`config.mk`:
```
export PLATFORM = sky130hd
export DESIGN_NAME = a2d_scan_seq
export DESIGN_NICKNAME = d
export VERILOG_FILES = /design/src/rtl/a2d_scan_seq.sv
export SDC_FILE = /design/constraint.sdc
export NUM_CORES = 1
export LEC_CHECK = 0
export BUFFER_PORTS_ARGS = -buffer_cell sky130_fd_sc_hd__buf_2
export CAP_MARGIN = 20
export CORE_ASPECT_RATIO = 1.1
export CORE_UTILIZATION = 60
export DETAILED_ROUTE_END_ITERATION = 10
export MAX_ROUTING_LAYER = met4
export PLACE_DENSITY = 0.9
export SYNTH_ARGS = -nofsm -noshare
export SYNTH_HDL_FRONTEND = slang
export SYNTH_SLANG_ARGS = --single-unit
```
`constraint.sdc`:
```
create_clock -name clk -period 5.7 [get_ports clk]
set_clock_uncertainty 0.1 [all_clocks]
set_input_delay 0.57 -clock clk [delete_from_list [all_inputs] [get_ports clk]]
set_output_delay 0.57 -clock clk [all_outputs]
set_load 0.01 [all_outputs]
```
`src/rtl/a2d_scan_seq.sv`:
```
`default_nettype none
// ============================================================================
// Module   : a2d_scan_seq
// Brief    : Periodic channel-scan sequencer for the A2D SPI interface, with
//            per-channel result registers and a conversion watchdog.
//            Define A2D_AVG_EN to store a first-order IIR average instead of
//            the raw conversion result.
// Revision : 1.0  initial release
// ============================================================================
module a2d_scan_seq #(
    parameter int NUM_CH      = 8,
    parameter int SCAN_PERIOD = 1024,
    parameter int TIMEOUT     = 4096
) (
    input  logic              clk,
    input  logic              rst,
    input  logic              en,
    input  logic              err_clr,
    output logic              strt_cnv,
    output logic [2:0]        chnnl,
    input  logic              cnv_cmplt,
    input  logic [11:0]       res,
    input  logic [2:0]        rd_ch,
    output logic [11:0]       rd_data,
    output logic [NUM_CH-1:0] valid_mask,
    output logic              scan_done,
    output logic              err
);

    localparam int PW = (SCAN_PERIOD > 2) ? $clog2(SCAN_PERIOD) : 1;
    localparam int WW = (TIMEOUT > 2) ? $clog2(TIMEOUT) : 1;
    localparam logic [PW-1:0] C_PERIOD_LOAD = PW'(SCAN_PERIOD - 1);
    localparam logic [WW-1:0] C_WDOG_LAST   = WW'(TIMEOUT - 1);
    localparam logic [2:0]    C_LAST_CH     = 3'(NUM_CH - 1);
    localparam logic [3:0]    C_NUM_CH      = 4'(NUM_CH);

    typedef enum logic [2:0] {
        IDLE       = 3'd0,
        START      = 3'd1,
        WAIT_CMPLT = 3'd2,
        STORE      = 3'd3,
        GAP        = 3'd4
    } state_t;

    state_t        r_state;
    state_t        w_state_nxt;
    logic [2:0]    r_ch_idx;
    logic [2:0]    w_ch_idx_nxt;
    logic [PW-1:0] r_period_cnt;
    logic [WW-1:0] r_wdog;
    logic [11:0]   r_res_cap;
    logic [11:0]   r_ch_data [8];
    logic [11:0]   w_store_val;
    logic          w_scan_start;
    logic          w_capture;
    logic          w_store;
    logic          w_timeout;
    logic          w_last_ch;

    assign w_last_ch = (r_ch_idx == C_LAST_CH);

    always_ff @(posedge clk or posedge rst) begin
        if (rst) begin
            r_state <= IDLE;
        end else begin
            r_state <= w_state_nxt;
        end
    end

    always_comb begin
        w_state_nxt  = r_state;
        w_ch_idx_nxt = r_ch_idx;
        w_scan_start = 1'b0;
        w_capture    = 1'b0;
        w_store      = 1'b0;
        w_timeout    = 1'b0;
        case (r_state)
            IDLE: begin
                if (en) begin
                    w_state_nxt  = START;
                    w_ch_idx_nxt = 3'd0;
                    w_scan_start = 1'b1;
                end
            end
            START: begin
                w_state_nxt = WAIT_CMPLT;
            end
            WAIT_CMPLT: begin
                if (cnv_cmplt) begin
                    w_capture   = 1'b1;
                    w_state_nxt = STORE;
                end else if (r_wdog == C_WDOG_LAST) begin
                    w_timeout   = 1'b1;
                    w_state_nxt = GAP;
                end
            end
            STORE: begin
                w_store = 1'b1;
                if (w_last_ch) begin
                    w_state_nxt = GAP;
                end else if (en) begin
                    w_ch_idx_nxt = r_ch_idx + 3'd1;
                    w_state_nxt  = START;
                end else begin
                    // en dropped mid-scan: abandon the remaining channels
                    w_state_nxt = IDLE;
                end
            end
            GAP: begin
                if (r_period_cnt == '0) begin
                    if (en) begin
                        w_state_nxt  = START;
                        w_ch_idx_nxt = 3'd0;
                        w_scan_start = 1'b1;
                    end else begin
                        w_state_nxt = IDLE;
                    end
                end
            end
            default: begin
                w_state_nxt = IDLE;
            end
        endcase
    end

    always_ff @(posedge clk or posedge rst) begin
        if (rst) begin
            r_ch_idx     <= 3'd0;
            strt_cnv     <= 1'b0;
            chnnl        <= 3'd0;
            scan_done    <= 1'b0;
            err          <= 1'b0;
            r_period_cnt <= '0;
            r_wdog       <= '0;
            r_res_cap    <= '0;
            valid_mask   <= '0;
        end else begin
            r_ch_idx  <= w_ch_idx_nxt;
            strt_cnv  <= (w_state_nxt == START);
            scan_done <= w_store && w_last_ch;
            if (w_state_nxt == START) begin
                chnnl <= w_ch_idx_nxt;
            end
            // Period counter free-runs from every scan start and parks at zero
            if (w_scan_start) begin
                r_period_cnt <= C_PERIOD_LOAD;
            end else if (r_period_cnt != '0) begin
                r_period_cnt <= r_period_cnt - PW'(1);
            end
            if (r_state == START) begin
                r_wdog <= '0;
            end else if (r_state == WAIT_CMPLT) begin
                r_wdog <= r_wdog + WW'(1);
            end
            if (w_capture) begin
                r_res_cap <= res;
            end
            if (w_timeout) begin
                err <= 1'b1;
            end else if (err_clr) begin
                err <= 1'b0;
            end
            for (int i = 0; i < NUM_CH; i++) begin
                if (w_store && (r_ch_idx == 3'(i))) begin
                    valid_mask[i] <= 1'b1;
                end
            end
        end
    end

    always_ff @(posedge clk or posedge rst) begin
        if (rst) begin
            for (int i = 0; i < 8; i++) begin
                r_ch_data[i] <= '0;
            end
        end else begin
            for (int i = 0; i < NUM_CH; i++) begin
                if (w_store && (r_ch_idx == 3'(i))) begin
                    r_ch_data[i] <= w_store_val;
                end
            end
        end
    end

`ifdef A2D_AVG_EN
    logic [11:0]        w_cur;
    logic               w_cur_valid;
    logic signed [12:0] w_diff;

    always_comb begin
        w_cur       = r_ch_data[r_ch_idx];
        w_cur_valid = 1'b0;
        for (int i = 0; i < NUM_CH; i++) begin
            if (r_ch_idx == 3'(i)) begin
                w_cur_valid = valid_mask[i];
            end
        end
        w_diff      = $signed({1'b0, r_res_cap}) - $signed({1'b0, w_cur});
        // First sample of a channel seeds the filter directly
        w_store_val = w_cur_valid ? (w_cur + 12'(w_diff >>> 2)) : r_res_cap;
    end
`else
    assign w_store_val = r_res_cap;
`endif

    // Registers are only updated at the clock edge, so a same-cycle read sees the old value
    assign rd_data = ({1'b0, rd_ch} < C_NUM_CH) ? r_ch_data[rd_ch] : 12'h000;

endmodule
`default_nettype wire

```
Word-level counts from Yosys, hierarchy flattened
Cells that the tools add are included.
Storage, ports and cells
  word-level logic and storage cells: 88
  bits of input ports: 20
  output and inout bits: 26
  bits in registers: 150
Cells by class
  eq/ne operators: 13
  reductions and logical operators: 15
  mux-type cells: 30
  add/subtract/negate cells: 3
  magnitude comparators: 1
  bitwise operators: 1
Operators by type and width (number)
  two-way mux 12 bit: 4
  binary-select mux 12 bit (select 3 bit): 1
  two-way mux 3 bit: 9
  two-way mux 10 bit: 2
  == test 3 bit (second input constant): 5
  case mux 3 bit (5 select lines): 1
  adder 12 x 1 -> 12 bit (second input constant): 1
  == test 12 bit (second input constant): 1
  == test 3 x 2 -> 1 bit (second input constant): 4
  two-way mux 1 bit: 11
  zero test 10 bit: 1
  nonzero test 10 bit: 1
  subtractor 10 x 1 -> 10 bit (second input constant): 1
  == test 3 x 1 -> 1 bit (second input constant): 3
  case mux 3 bit (3 select lines): 1
  logical AND 1 bit: 8
  zero test 3 bit: 2
  nonzero test 2 bit: 3
  >= comparator 4 bit (second input constant): 1
  inverter 3 -> 4 bit: 1
  adder 3 x 1 -> 3 bit (second input constant): 1
  case mux 1 bit (2 select lines): 1

Logic depth before layout (Yosys ltp)
  depth in word-level cells: 5
  depth in mapped cells: 8
  depth with buffers taken out: 7

Worst setup path before layout
OpenSTA, ideal clock, no wires.
  kind: input to output
  start point: input port rd_ch[0]
  end point: output port rd_data[0]
  data required time: 5030 ps
  path slack: 3027 ps
  stages on the path: 4
  buffers on the path: 2
  arrival: 2003 ps
  cells stage by stage: clkbuf_1 -> buf_2 -> mux4_2 -> mux2_2
Between the ends
  longest elaborated chain between the ends: 4
RTL lines
  start, declared: RTL line 23  | input logic [2:0] rd_ch,
  inverter 3 -> 4 bit (not written as such): RTL line 207  | assign rd_data = ({1'b0, rd_ch} < C_NUM_CH) ? r_ch_data[rd_ch] : 12'h000;
  binary-select mux 12 bit (select 3 bit): RTL line 207
  two-way mux 12 bit (not written as such) (2 in a row): RTL line 207
  end, declared: RTL line 24  | output logic [11:0] rd_data,
No other way between the ends. The select of a mux whose other input is x is not followed.

Final worst setup path
  start point: input port rd_ch[0]
  end point: output port rd_data[10]
Same word-level chain as after synthesis.

==> flow_summary_export.csv <==
group,metric,value,unit
final_layout,area_growth,14.5,%
setup_path,critPathKind,"input pin to output pin",
cts,cts_tree,"done",
worst_hold_path,hp-class,"input pin to async pin",
final_layout,final_cell_mix,"dfrtp_1 (150), mux2_2 (120), buf_2 (45)",
setup_path,worstPathRequired,5030,ps
setup_path,r2r_cells,7,
cts,clkLatencyLatePin,410,ps
floorplan,num_io_pins,46,
floorplan,initial_core_util,0.617,
synthesis,async_reset_ff_frac,1.00,
setup_path,end_kind,"output pin",
synthesis,syn_nets,504,
cts,root_buffer,"clkbuf_16",
global_route,antenna_found_initial,0,
global_route,grt_first_pass_wirelength,22200,um
setup_path,crit_fanout,24,
drt,firstDrtPassIters,4,
synthesis,syn_inst,475,
synthesis,synth_warnings,0,
cts,htree_levels,4,
placed_design,dp_hpwl,8190,um
timing,tightestPinTransition,896,ps
placed_design,place_ws,2740,ps
timing,finalMaxSlewViolations,0,
cts,cts_buffer_depth,2,
cts,post_cts_buffers,0,
cts,cts_buffers,17,
final_layout,final_nets,549,
placed_design,globalplace.congestion,0.804,
setup_path,critPathArrivalTime,2260,ps
power_and_ir_drop,vdd_drop_max,0.271,mV
drt,drc,0,
floorplan,die-area,11700,um^2
synthesis,synth-seq-cells,150,
timing,fin_tns_setup,0,ps
cts,cts_resized,0,
floorplan,rows,40,
global_route,grt_remaining_overflow,0,
floorplan,coreArea,10900,um^2
drt,wl_per_cell,19.7,um
timing,final.min_clock_period,2930,ps
drt,ant_nets,0,
final_layout,antenna_cells,0,
timing,setup_viol,0,
placed_design,io_buffers,45,
floorplan,die_h,113,um
global_route,grt_pass1_vias,4389,
drt,vias,4111,
synthesis,netlist_area,6740,um^2
cts,numClockSinks,150,
run,maxCapViolations,0,
outcome,outcome,"completed",
floorplan,dieWidth,103,um
setup_path,reg2reg_slack,3110,ps
timing,rsz0062_at_grt,"false",
synthesis,syn_area_per_cell,14.2,um^2
timing,fmax,0.342,GHz
timing,fin_crit_sh,0.514,
cts,clk_pin_slew,60,ps
power_and_ir_drop,p_per_area,456,nW/um^2
global_route,grt_max_degree,82,
drt,drtIter0Drc,245,
power_and_ir_drop,power.leakage,3.66,nW
final_layout,drive_gt1_frac,0.454,
synthesis,ys_seq_area_frac,0.557,
final_layout,mostFrequentLayoutCell,"dfrtp_1",
setup_path,startpoint_type,"input pin",
drt,via_per_inst,6.05,
synthesis,synth_cell_type_count,46,
cts,holdBufCountCts,0,
drt,wl,13400,um
timing,setup_ws,2770,ps
synthesis,synth_edf_count,0,
synthesis,ys.flop_type,"dfrtp_1",
setup_path,rr_startpoint,"r_period_cnt[0]",
timing,maxSlewHeadroom,0.401,
timing,hold_viol,0,
global_route,track_usage,0.267,
setup_path,r2r-end,"chnnl[0]",
power breakdown:
group          leakage, nW  switching [mW]  internal [mW]
sequential            1.96           0.254           1.34
combinational         1.41           0.332          0.428
clock                0.297           0.422          0.744
worst max path at each step:
stage / slack, ps / start / cells past startpoint / to
floorplan: 990 / rst / 1 / chnnl[0]
detailed placement: 2740 / rd_ch[0] / 4 / rd_data[10]
global placement: 2770 / rd_ch[0] / 4 / rd_data[10]
CTS: 2730 / rd_ch[0] / 4 / rd_data[10]
finish: 2770 / rd_ch[0] / 4 / rd_data[10]
global route: 2630 / rd_ch[0] / 4 / rd_data[10]
critical path: stages:
cell	delay [ps]
buf_2	630
mux4_2	600
mux2_2	300
buf_2	150
final cells by class:
| cell class | instances | area (um^2) |
|---|---|---|
| multi-input cells | 290 | 2850 |
| repair buffers | 49 | 255 |
| clock inverters | 12 | 175 |
| inverters | 12 | 50.0 |
| clock buffers | 20 | 447 |
| fillers | 707 | 3200 |
| well taps | 147 | 184 |
| flip-flops and latches | 150 | 3750 |
Yosys cell counts, types with 2 or more instances:
cell / instances / share of area
a22o_2: 2 / 0.0030
and2_1: 3 / 0.0028
and3_1: 2 / 0.0019
buf_1: 5 / 0.0028
buf_2: 4 / 0.0030
clkbuf_1: 14 / 0.0078
dfrtp_1: 150 / 0.56
ha_1: 9 / 0.017
inv_1: 12 / 0.0067
mux2_2: 120 / 0.20
mux2i_1: 2 / 0.0030
mux4_2: 24 / 0.080
nand2_1: 26 / 0.014
nand2b_1: 7 / 0.0065
nand3_1: 13 / 0.0097
nand4_1: 3 / 0.0028
nor2_1: 15 / 0.0084
nor3_1: 5 / 0.0037
nor4_1: 2 / 0.0019
o211ai_1: 6 / 0.0067
o21ai_0: 12 / 0.0089
o2bb2ai_1: 2 / 0.0026
o31ai_1: 2 / 0.0022
or2_2: 3 / 0.0028
or3_2: 3 / 0.0033
or3b_2: 3 / 0.0039
or4_4: 2 / 0.0033
xnor2_1: 5 / 0.0065
xor2_1: 2 / 0.0026
state kept, by name (all words and copies together) (netlist names):
register and count:
chnnl 3, err 1, r_ch_data 96, r_ch_idx 3, r_period_cnt 10, r_res_cap 12
r_state 3, r_wdog 12, scan_done 1, strt_cnv 1, valid_mask 8
layer usage:
metal  global-route usage  wire length, um  vias up  part of all wire
met5                    -                0        -                 0
met4               0.0977              168        0             0.013
met2                0.420             6930      126              0.52
met1                0.340             5730     2141              0.43
met3               0.0611              565       22             0.042
li1                     -                -     1822                 -
through the flow:
stage / instance area [um^2] / cells / power (mW) / utilization / hold slack [ps]
3_5_place_dp: 7090 / 648 / 2.35 / 0.650 / 351
2_1_floorplan: 6740 / 475 / 2.11 / - / 349
3_3_place_gp: 7090 / 648 / 2.28 / 0.650 / 344
5_1_grt: 7710 / 680 / 3.71 / 0.707 / 245
4_1_cts: 7710 / 680 / 3.54 / 0.707 / 206
6_report: 7710 / 680 / 3.52 / 0.707 / 184
cells by family after synthesis:
kind of cell	count (synthesis)	share of synthesized area
multiplexers	147	0.286
buffers and inverters	35	0.0202
AO/OA/AOI/OAI	30	0.0303
XOR/XNOR	7	0.00910
flip-flops	150	0.557
AND/OR/NAND/NOR	97	0.0803
adder cells (fa/ha/maj)	9	0.0167
No activity file was read; power rests on OpenSTA's default activity.
